--- src/rtl/flow_win_agg.sv ---
// flow_win_agg: per-flow packet window aggregator with a one-deep output slot.
// Optional IAT tracking is built when FLOW_IAT_EN is defined.
//
// Ports:
//   clk, rst        clock, async active-high reset
//   meta_w          meta record, [143:40] is the IP 5-tuple
//   meta_v_w        meta_w / o_pkt_size valid (no backpressure)
//   o_pkt_size      packet size of the current record
//   feat_*          emitted window record, feat_v/feat_rdy handshake
//   drop_cnt        saturating count of records lost to backpressure
module flow_win_agg #(
  parameter int unsigned WIN_PKTS  = 8,
  parameter int unsigned TBL_IDX_W = 4
) (
  input  logic           clk,
  input  logic           rst,
  input  logic [143:0]   meta_w,
  input  logic           meta_v_w,
  input  logic [15:0]    o_pkt_size,
  output logic [103:0]   feat_tuple,
  output logic [23:0]    feat_size_sum,
  output logic [15:0]    feat_size_max,
  output logic [15:0]    feat_iat_max,
  output logic           feat_v,
  input  logic           feat_rdy,
  output logic [15:0]    drop_cnt
);

  localparam int unsigned DEPTH = 1 << TBL_IDX_W;
  localparam logic [7:0] WIN_CNT = 8'(WIN_PKTS);

  typedef enum logic {
    S_EMPTY = 1'b0,
    S_FULL  = 1'b1
  } slot_e;

  logic [15:0]          timer;
  logic [103:0]         tuple;
  logic [3:0]           fold;
  logic [TBL_IDX_W-1:0] idx;

  logic [DEPTH-1:0] t_vld;
  logic [103:0]     t_tag [DEPTH];
  logic [7:0]       t_cnt [DEPTH];
  logic [23:0]      t_sum [DEPTH];
  logic [15:0]      t_max [DEPTH];

  logic        hit;
  logic        emit;
  logic [24:0] sum_ext;
  logic [7:0]  n_cnt;
  logic [23:0] n_sum;
  logic [15:0] n_max;
  logic [15:0] n_imax;

  slot_e state;
  slot_e state_nx;
  logic  load;
  logic  drop;

  logic unused_meta;
  assign unused_meta = ^meta_w[39:0];

  assign tuple = meta_w[143:40];

  // fold all 26 nibbles of the tuple into one
  always_comb begin
    fold = 4'd0;
    for (int i = 0; i < 26; i++) begin
      fold = fold ^ tuple[i*4 +: 4];
    end
  end

  assign idx = TBL_IDX_W'(fold);

  always_ff @(posedge clk or posedge rst) begin
    if (rst) begin
      timer <= 16'd0;
    end else begin
      timer <= timer + 16'd1;
    end
  end

  always_comb begin
    hit     = t_vld[idx] && (t_tag[idx] == tuple);
    sum_ext = {1'b0, t_sum[idx]}
            + {9'd0, o_pkt_size};
    n_cnt   = 8'd1;
    n_sum   = {8'd0, o_pkt_size};
    n_max   = o_pkt_size;
    if (hit) begin
      n_cnt = t_cnt[idx] + 8'd1;
      n_sum = sum_ext[24] ? 24'hFF_FFFF
                          : sum_ext[23:0];
      n_max = (o_pkt_size > t_max[idx])
            ? o_pkt_size : t_max[idx];
    end
  end

  assign emit = meta_v_w && (n_cnt == WIN_CNT);

`ifdef FLOW_IAT_EN
  logic [15:0] t_imax [DEPTH];
  logic [15:0] t_last [DEPTH];
  logic [15:0] iat;

  // 16-bit subtraction gives the wrap-around IAT
  always_comb begin
    iat    = timer - t_last[idx];
    n_imax = 16'd0;
    if (hit) begin
      n_imax = (iat > t_imax[idx])
             ? iat : t_imax[idx];
    end
  end

  always_ff @(posedge clk) begin
    if (meta_v_w) begin
      t_imax[idx] <= n_imax;
      t_last[idx] <= timer;
    end
  end
`else
  logic unused_timer;
  assign unused_timer = ^timer;
  assign n_imax = 16'd0;
`endif

  // a completed window frees its entry at the same edge
  always_ff @(posedge clk or posedge rst) begin
    if (rst) begin
      t_vld <= '0;
    end else if (meta_v_w) begin
      t_vld[idx] <= !emit;
    end
  end

  always_ff @(posedge clk) begin
    if (meta_v_w) begin
      t_tag[idx] <= tuple;
      t_cnt[idx] <= n_cnt;
      t_sum[idx] <= n_sum;
      t_max[idx] <= n_max;
    end
  end

  always_ff @(posedge clk or posedge rst) begin
    if (rst) begin
      state <= S_EMPTY;
    end else begin
      state <= state_nx;
    end
  end

  always_comb begin
    state_nx = state;
    load     = 1'b0;
    drop     = 1'b0;
    case (state)
      S_EMPTY: begin
        if (emit) begin
          state_nx = S_FULL;
          load     = 1'b1;
        end
      end
      S_FULL: begin
        if (emit) begin
          if (feat_rdy) begin
            load = 1'b1;
          end else begin
            drop = 1'b1;
          end
        end else if (feat_rdy) begin
          state_nx = S_EMPTY;
        end
      end
      default: state_nx = S_EMPTY;
    endcase
  end

  assign feat_v = (state == S_FULL);

  always_ff @(posedge clk or posedge rst) begin
    if (rst) begin
      feat_tuple    <= '0;
      feat_size_sum <= '0;
      feat_size_max <= '0;
    end else if (load) begin
      feat_tuple    <= tuple;
      feat_size_sum <= n_sum;
      feat_size_max <= n_max;
    end
  end

`ifdef FLOW_IAT_EN
  always_ff @(posedge clk or posedge rst) begin
    if (rst) begin
      feat_iat_max <= '0;
    end else if (load) begin
      feat_iat_max <= n_imax;
    end
  end
`else
  assign feat_iat_max = 16'd0;
`endif

  always_ff @(posedge clk or posedge rst) begin
    if (rst) begin
      drop_cnt <= '0;
    end else if (drop && (drop_cnt != 16'hFFFF)) begin
      drop_cnt <= drop_cnt + 16'd1;
    end
  end

endmodule

--- config.mk ---
export PLATFORM = sky130hd
export DESIGN_NAME = flow_win_agg
export DESIGN_NICKNAME = d
export VERILOG_FILES = /design/src/rtl/flow_win_agg.sv
export SDC_FILE = /design/constraint.sdc
export NUM_CORES = 2
export LEC_CHECK = 0
export ABC_AREA = 1
export CELL_PAD_IN_SITES_DETAIL_PLACEMENT = 1
export CELL_PAD_IN_SITES_GLOBAL_PLACEMENT = 1
export CORE_MARGIN = 3
export CORE_UTILIZATION = 45
export DETAILED_ROUTE_END_ITERATION = 12
export MAX_ROUTING_LAYER = met4
export PLACE_DENSITY_LB_ADDON = 0.08
export RECOVER_POWER = 50
export SYNTH_ARGS = -nofsm -noshare
export SYNTH_HDL_FRONTEND = slang
export SYNTH_SLANG_ARGS = --single-unit
--- constraint.sdc ---
create_clock -name clk -period 15.2 [get_ports clk]
set_input_delay 3.04 -clock clk [delete_from_list [all_inputs] [get_ports clk]]
set_output_delay 3.04 -clock clk [all_outputs]
set_load 0.02 [all_outputs]
==> results_dict.tcl <==
set metrics [dict create \
    r2r_start "t_sum[10][4]" \
    violations "max-capacitance violations, max-slew violations" \
    dp_worst_setup_slack_ns 2.468 \
    clkSinkCount 2609 \
    crit_buf_inv 9 \
    grtUsageTotal_pct 30.10 \
    r2r_end "t_sum[11][17]" \
    timing.hold.ws_ns 0.4778 \
    synth_top_cell_area_share_pct 66.28 \
    dp_hpwl_mm 206.6 \
    clkLatencyLatePin_ns 0.93 \
    root_buffer "clkbuf_16" \
    routedWlPerCell_microns 27.26 \
    slew_violations 1057 \
    path_class "input pin to register" \
    io_pins 341 \
    vdd_drop_max_v 0.0001506 \
    arrival_ns 14.10 \
    syn_inst 9795 \
    yosysTopAreaCell "edfxtp_1" \
    port_buffers 284 \
    crit_path_start "meta_w[77]" \
    min_path_type "register to register" \
    drive_gt1_share_pct 5.930 \
    drcViolationCount 0 \
    crit_cells 22 \
    fin_nets 10360 \
    cap_violations 26 \
    cts_buffer_depth 4 \
    cts_resized 0 \
    synthFlopType "edfxtp_1" \
    cts_setup_buffers 0 \
    power_leakage_uw 0.04948 \
    yosysSeqAreaShare_pct 70.30 \
    ctsHoldBuffers 0 \
    powerDensity_nw_per_um2 191.1 \
    cp-start-kind "input pin" \
    dp.cells 13060 \
    post_synth_num_cell_types 50 \
    die_w_microns 500.8 \
    rrSetupSlack_ns 9.40 \
    synth_seq_cells 2609 \
    wirelength_mm 370.9 \
    clock.fmax_mhz 74.99 \
    setup_viol 0 \
    start_util_pct 45.26 \
    synthToLayoutAreaGrowth_pct 14.28 \
    cp-end-kind "register" \
    first_iter_violations 6575 \
    crit_family "buffers and inverters" \
    vias 75740 \
    antenna_found_initial 47 \
    grt_pass1_wl_mm 534.6 \
    cp_cell_sequence "dlygate4sd3_1 -> clkbuf_1 -> inv_1 -> nand3_1 -> nand2_1 -> nand2_1 -> nand2_1 -> inv_1 -> nand3_1 -> nand2_1 -> nand3_1 -> nand2_8 -> buf_12 -> nand2_8 -> buf_12 -> nor2_1 -> inv_1 -> nor2_1 -> dlymetal6s2s_1 -> nand3_1 -> o21ai_0 -> inv_1" \
    crit_slowest_cell "dlymetal6s2s_1" \
    fin_util_pct 51.73 \
    synth_edf_count 2432 \
    die_area_sq_um 250800 \
    yosysWarningCount 0 \
    fin_tns_setup_ns 0 \
    final_cell_mix "nand2_1 (2475), edfxtp_1 (2432), inv_1 (1171), nor2_1 (1091), nand3b_1 (478)" \
    vias_per_cell 5.568 \
    final_cells 13600 \
    slew_headroom_pct -370.5 \
    clk_pin_slew_ns 0.06 \
    grt_setup_unrepaired "no" \
    cts_max_level 5 \
    syn_area_sq_um 110200 \
    slowest_delay_ns 4.97 \
    dr.pass1.iters 5 \
    ff2ff_path_depth 25 \
    core_sq_um 243500 \
    hold_viol 0 \
    worstPathRequired_ns 15.97 \
    grt_overflow_total 0 \
    setup_ws_ns 1.865 \
    cts_tree "yes" \
    synthTopCellsByArea "edfxtp_1 (66%), nand2_1 (8.4%), dfrtp_1 (4.0%)" \
    crit_fanout 94 \
    post-route-period-util_pct 87.73 \
    die_y_microns 500.8 \
    final_common_cell "nand2_1" \
    avgSynthCellArea_sq_um 11.25 \
    ant_nets 0 \
    grt_max_degree 131 \
    rows 181 \
    fin_crit_ns 13.33 \
    crit_path_end "t_vld[1]" \
    status "finished with violations" \
    tightest_slew_ns 7.058 \
    grt_pass1_vias 78090 \
    finClkSkew_ns 0.03922 \
    synth_async_sr_flop_share_pct 6.784 \
    gp_congestion 0.8343 \
    cts_made_buffers 299 \
]
area by class of cell:
class / instances / area, sq um
fillers: 25310 / 117500
clock inverters: 113 / 874.6
diodes: 30 / 75.07
flip-flops and latches: 2609 / 77460
clock buffers: 399 / 8194
repair buffers: 506 / 4564
multi-input cells: 5551 / 26240
inverters: 1193 / 4511
well taps: 3202 / 4006
synth_stat cells (7+ instances only):
| master | instances |
|---|---|
| buf_2 | 195 |
| a21oi_1 | 30 |
| inv_1 | 1173 |
| buf_1 | 43 |
| dfrtp_1 | 177 |
| inv_2 | 18 |
| a22o_1 | 40 |
| ha_1 | 34 |
| buf_6 | 13 |
| nor4_1 | 17 |
| or2_2 | 11 |
| o22ai_1 | 238 |
| xnor2_1 | 39 |
| nor2_2 | 8 |
| nand3b_1 | 478 |
| nor2_1 | 1099 |
| edfxtp_1 | 2432 |
| nand3_1 | 245 |
| o21ai_1 | 236 |
| nand2_2 | 7 |
| clkbuf_1 | 159 |
| o2111a_1 | 16 |
| xor2_1 | 41 |
| a41oi_1 | 68 |
| o21ai_0 | 371 |
| nand4_1 | 31 |
| buf_4 | 47 |
| a31o_2 | 7 |
| nand2_1 | 2478 |
kinds of logic after synthesis:
group	Yosys count	synth area share, %
AOI/OAI and AO/OA	1029	5.486
xor gates and xnor gates	80	0.6359
adders and majority gates	35	0.4042
buffers and inverters	1650	6.093
DFF	2609	70.30
muxes	1	0.01022
other	1	0.003403
and+or+nand+nor	4390	17.07
routing by layer:
metal / wire length (microns) / GRT usage (%) / share of wire [%] / vias to the layer above
met2: 180100 / 49.62 / 49 / 2252
met1: 157500 / 39.14 / 42 / 39170
li1: - / - / - / 33660
met3: 19160 / 3.128 / 5.2 / 663
met4: 14100 / 10.14 / 3.8 / 0
met5: 0 / - / 0 / -
power breakdown:
part	internal [uW]	total (uW)	switching, uW
combinational	1970	7920	5940
sequential	9070	9330	259
clock	3980	6820	2840
state kept, by name, summed over array words and instances (netlist names):
signal	cells
feat_v	1
t_max	256
t_tag	1664
t_vld	16
feat_tuple	104
t_cnt	128
feat_size_max	16
drop_cnt	16
feat_size_sum	24
t_sum	384
worst register-to-register path, cell delays in order, from the launching register on:
cell and delay, ns:
edfxtp_1 0.36, o22ai_1 0.22, o21ai_0 0.18, o2111a_1 0.25
ha_1 0.37, nand2_1 0.08, o21ai_0 0.20, a21oi_1 0.11
nor3_1 0.15, nor2_1 0.08, inv_1 0.07, a21oi_1 0.11
o21bai_1 0.22, nand3_1 0.12, nand2_1 0.11, a21oi_1 0.08
o21bai_1 0.20, a21oi_1 0.10, o21ai_0 0.29, nand2_1 0.15
nor3_1 0.38, nand2_1 0.34, buf_4 0.29, o21ai_0 0.09
a21oi_1 0.06, nor2_1 0.82
per-stage QoR:
| step | power (uW) | cell area (sq um) |
|---|---|---|
| CTS | 24200 | 126300 |
| detailed placement | 17360 | 117200 |
| global route | 25260 | 125900 |
| global placement | 17100 | 117200 |
| floorplan | 14190 | 110200 |
| finish | 24070 | 125900 |
how the worst min path moves through the flow:
stage | cells after the start | end | start | slack, ns
4_1_cts | 2 | feat_size_max[2] | feat_size_max[2] | 0.48
3_3_place_gp | 2 | feat_size_sum[20] | feat_size_sum[20] | 0.46
3_5_place_dp | 2 | feat_size_max[2] | feat_size_max[2] | 0.47
5_1_grt | 2 | feat_tuple[25] | feat_tuple[25] | 0.51
2_1_floorplan | 2 | t_vld[9] | t_vld[9] | 0.46
6_report | 2 | feat_size_max[2] | feat_size_max[2] | 0.48
(Power assumes the default switching activity.)
